## config.mk

```make
export PLATFORM = sky130hd
export DESIGN_NAME = mem_access_ctrl
export DESIGN_NICKNAME = d
export VERILOG_FILES = /design/src/rtl/mem_access_pkg.sv /design/src/rtl/mem_addr_check.sv /design/src/rtl/mem_access_ctrl.sv
export SDC_FILE = /design/constraint.sdc
export NUM_CORES = 1
export LEC_CHECK = 0
export CAP_MARGIN = 0
export CORE_MARGIN = 1
export CORE_UTILIZATION = 44
export DETAILED_ROUTE_END_ITERATION = 7
export PLACE_DENSITY_LB_ADDON = 0.15
export SYNTH_ARGS = -nofsm -noshare
export SYNTH_HDL_FRONTEND = slang
export SYNTH_SLANG_ARGS = --single-unit
```

## constraint.sdc

```tcl
create_clock -name clk -period 3.25 [get_ports clk]
set_input_delay 0.65 -clock clk [delete_from_list [all_inputs] [get_ports clk]]
set_output_delay 0.65 -clock clk [all_outputs]
set_load 0.01 [all_outputs]
```

## src/rtl/mem_access_pkg.sv

```systemverilog
// rtl/mem_access_pkg.sv - shared widths, FSM states and request record for the data-memory controller
package mem_access_pkg;

    localparam int DATA_W    = 8;
    localparam int ADDR_W    = 8;
    localparam int MEM_DEPTH = 33;

    typedef enum logic [2:0] {
        IDLE  = 3'd0,
        ISSUE = 3'd1,
        WAIT  = 3'd2,
        CAPT  = 3'd3,
        RESP  = 3'd4
    } state_t;

    typedef struct packed {
        logic              we;
        logic [ADDR_W-1:0] addr;
        logic [DATA_W-1:0] wdata;
    } mem_req_t;

endpackage

```

## src/rtl/mem_addr_check.sv

```systemverilog
// rtl/mem_addr_check.sv - combinational in-range comparator for data-memory word addresses
module mem_addr_check #(
    parameter int ADDR_W    = 8,
    parameter int MEM_DEPTH = 33
) (
    input  logic [ADDR_W-1:0] addr,
    output logic              in_range
);

    assign in_range = (32'(addr) < 32'(MEM_DEPTH));

endmodule

```

## src/rtl/mem_access_ctrl.sv

```systemverilog
// rtl/mem_access_ctrl.sv - one-at-a-time load/store controller for the 33-word data memory; MEM_BOUNDS_CHECK_EN adds address range checking
module mem_access_ctrl
    import mem_access_pkg::*;
(
    input  logic              clk,
    input  logic              rst_n,
    input  logic              req_valid,
    output logic              req_ready,
    input  logic              req_we,
    input  logic [ADDR_W-1:0] req_addr,
    input  logic [DATA_W-1:0] req_wdata,
    output logic              rsp_valid,
    input  logic              rsp_ready,
    output logic [DATA_W-1:0] rsp_rdata,
    output logic              rsp_err,
    output logic [DATA_W-1:0] mem_din,
    output logic [ADDR_W-1:0] mem_addr,
    output logic              mem_w,
    input  logic [DATA_W-1:0] mem_dout
);

    state_t            state;
    state_t            state_nxt;
    mem_req_t          req_q;
    logic [DATA_W-1:0] rdata_q;
    logic              addr_ok;
    logic              accept;

    assign accept = (state == IDLE) && req_valid;

`ifdef MEM_BOUNDS_CHECK_EN
    logic err_q;

    mem_addr_check #(
        .ADDR_W    (ADDR_W),
        .MEM_DEPTH (MEM_DEPTH)
    ) u_addr_check (
        .addr     (req_q.addr),
        .in_range (addr_ok)
    );

    always_ff @(posedge clk or negedge rst_n) begin
        if (!rst_n) begin
            err_q <= 1'b0;
        end else if (state == ISSUE) begin
            err_q <= !addr_ok;
        end
    end

    assign rsp_err = err_q;
`else
    assign addr_ok = 1'b1;
    assign rsp_err = 1'b0;
`endif

    always_ff @(posedge clk or negedge rst_n) begin
        if (!rst_n) begin
            state <= IDLE;
        end else begin
            state <= state_nxt;
        end
    end

    // mem_w is decoded from state so an async reset drops an in-flight store before the next edge
    always_comb begin
        state_nxt = state;
        req_ready = 1'b0;
        rsp_valid = 1'b0;
        mem_w     = 1'b1;
        case (state)
            IDLE: begin
                req_ready = 1'b1;
                if (req_valid) begin
                    state_nxt = ISSUE;
                end
            end
            ISSUE: begin
                mem_w = !(req_q.we && addr_ok);
                if (req_q.we || !addr_ok) begin
                    state_nxt = RESP;
                end else begin
                    state_nxt = WAIT;
                end
            end
            WAIT: begin
                state_nxt = CAPT;
            end
            CAPT: begin
                state_nxt = RESP;
            end
            RESP: begin
                rsp_valid = 1'b1;
                if (rsp_ready) begin
                    state_nxt = IDLE;
                end
            end
            default: begin
                state_nxt = IDLE;
            end
        endcase
    end

    // The latched request doubles as the memory pin drive, so pins hold between transactions
    always_ff @(posedge clk or negedge rst_n) begin
        if (!rst_n) begin
            req_q   <= '0;
            rdata_q <= '0;
        end else begin
            if (accept) begin
                req_q.we    <= req_we;
                req_q.addr  <= req_addr;
                req_q.wdata <= req_wdata;
            end
            if (state == ISSUE) begin
                rdata_q <= '0;
            end else if (state == CAPT) begin
                rdata_q <= mem_dout;
            end
        end
    end

    assign mem_addr  = req_q.addr;
    assign mem_din   = req_q.wdata;
    assign rsp_rdata = rdata_q;

endmodule

```

==> results.yml <==
final_layout:
  utilization_pct: 65.1
  design_area_sq_um: 1790
  fin_cells: 176
  layout-drive-gt1-share_pct: 18.6
  syn_to_final_growth_pct: 39.1
  multiInputGateArea_sq_um: 403
  fillCellCount: 228
  nets: 175
  final-seq-area_sq_um: 701
  n_antenna_cell: 0
setup_path:
  critPathKind: "flop to primary output"
  required_ns: 2.60
  critPathLaunchType: "flop"
  cp_max_fo: 16
  cp.arrival_ns: 1.87
  critPathCaptureType: "primary output"
synth:
  synth_fa_ha_area_share_pct: 0
  yosysTopAreaCell: "dfrtp_1"
  yosysTopAreaCellShare_pct: 54.3
  synth_top_family_by_area: "multiplexers"
  synth_edf_count: 0
  async_flop_share_pct: 100
  syn_area_per_cell_sq_um: 12.3
  synth.cell_area_sq_um: 1290
  synthSimpleGateAreaFrac_pct: 8.83
  synth-seq-cells: 28
  yosysSeqAreaShare_pct: 54.3
  synthCells: 105
  synth-xor-area-share_pct: 0
  yosysMostFrequentCell: "dfrtp_1"
  syn-num-nets: 134
  synth.area.top_cells: "dfrtp_1 54%, mux2_2 15%, buf_4 9.9%, mux2i_1 6.2%, inv_1 2.6%"
  synthTopCellsByCount: "28 x dfrtp_1, 17 x buf_4, 17 x mux2_2"
  synth-compound-area-share_pct: 1.07
  synth.distinct_cells: 22
  dominantRegCellSynth: "dfrtp_1"
  muxShareOfSynthArea_pct: 21.0
  ys_warn_count: 0
timing:
  slew_viol_final: 0
  finalHoldViolCount: 0
  setup_tns_ns: 0
  setup_viol: 0
  fin_crit_sh_pct: 77.4
  grt_setup_unrepaired: "no"
  period_needed_ns: 2.52
  max_freq_mhz: 398
  worst_hold_slack_ns: 0.523
  setup_slack_ns: 0.735
  finClkSkew_ns: 0.00326
clock_network:
  cts_buffer_depth: 2
  cts-root-buf: "clkbuf_4"
  cts_buffers: 3
  cts_hold_buffers: 0
  htree_levels: 1
  cts-resized-gates: 0
  clock_sinks: 28
  clkTransAtPathRegs_ns: 0.15
  post_cts_buffers: 0
  tritoncts: "done"
  clkLatencyLatePin_ns: 0.33
drt:
  drcViolationCount: 0
  drt-wirelength-per-cell_um: 13.1
  drt_wl_total_mm: 2.31
  viasPerCell: 4.88
  dr.pass1.iters: 2
  vias: 858
  ant_nets: 0
  dr.first_iter.drc_count: 10
global_route:
  grt_pass1_wl_mm: 4.08
  use_met3_pct: 4.19
  met1_usage_pct: 21.5
  grt_max_degree: 29
  grt.busiest_layer: "met2"
  globalRouteMet2Util_pct: 27.4
  grt_use_total_pct: 16.6
  overflow: 0
  grt_antenna_before_repair: 0
  grt_pass1_vias: 894
die:
  io_pins: 57
  start_util_pct: 46.8
  dieWidth_um: 56.1
  fp.dieH_um: 56.1
  coreArea_sq_um: 2760
  rows: 19
  fp.dieArea_sq_um: 3150
power:
  p_per_area_nw_per_um2: 844
  fin_total_pwr_mw: 1.51
  leakage_nw: 0.757
  ir_drop_uv: 517
run:
  cap_violations: 0
placement:
  dp_hpwl_mm: 1.72
  gp_congestion: 0.736
  place_inst: 172
  port_buffers: 55
  dpl_worst_slack_ns: 1.12
  dpl_cell_area_sq_um: 1740
outcome:
  status: "finished, final reports clean"
hold_path:
  hold_class: "flop to flop"
==> cell type report <==
class | count | share of cell area [%]
Clock inverter | 1 | 1.67
Inverter | 9 | 1.88
Tap cell | 31 | 2.16
Timing Repair Buffer | 57 | 31.5
Multi-Input combinational cell | 47 | 22.5
Sequential cell | 28 | 39.1
Clock buffer | 3 | 1.26
==> critical path, cell delays in order, from the launching register on <==
cell and delay, ns:
dfrtp_1 0.59, nor3b_1 0.36, clkdlybuf4s50_1 0.59
==> registers in the layout, summed over array words and instances (netlist names) <==
signal	count
mem_addr	8
mem_din	8
req_q	1
rsp_rdata	8
state	3
==> layout by cell type, fill, tap and decap left out <==
cell type	Yosys	final
conb_1	1	1
or2_2	1	1
buf_4	17	2
nor4b_4	1	1
nor3b_1	1	1
inv_1	9	9
nand3_1	1	1
clkdlybuf4s50_1	0	55
nor3_1	2	2
a22o_1	1	1
mux2_2	17	17
bufinv_16	0	1
and2b_2	1	1
nor2_1	2	2
or3b_2	1	1
nand2b_1	1	1
nand2_1	8	8
a21oi_1	1	1
mux2i_1	8	8
clkbuf_4	0	3
dfrtp_1	28	28
==> power breakdown <==
part           switching, mW  total, mW  internal (mW)
clock                  0.102      0.227          0.125
combinational          0.246      0.689          0.443
sequential             0.108      0.599          0.491
total                  0.456       1.51           1.06
==> logic make-up (layout without fill, tap and decap cells) <==
family / after synthesis / after routing
flip-flops: 28 / 28
AO/OA/AOI/OAI: 2 / 2
other: 1 / 1
AND/OR/NAND/NOR: 19 / 19
multiplexers: 25 / 25
buffers and inverters: 30 / 70
==> metal layers <==
metal  vias to the layer above  wire (um)
met5                         -          0
met1                       420       1010
met4                         0         21
met2                        35       1130
met3                         2        145
li1                        401          -
==> path summary, 6_finish.rpt <==
kind                        startpoint           to  slack, ns  cells past startpoint
setup / recovery              state[1]    rsp_valid       0.73                      2
hold / removal             mem_addr[6]  mem_addr[6]       0.52                      1
setup reg to reg              state[1]   mem_din[7]       1.60                      3
hold reg to reg            mem_addr[6]  mem_addr[6]       0.52                      1
max in group asynchronous        rst_n   mem_din[2]       2.32                      2
min in group asynchronous        rst_n  mem_addr[3]       0.67                      2
Note: power is estimated with default switching activity, not from simulation.
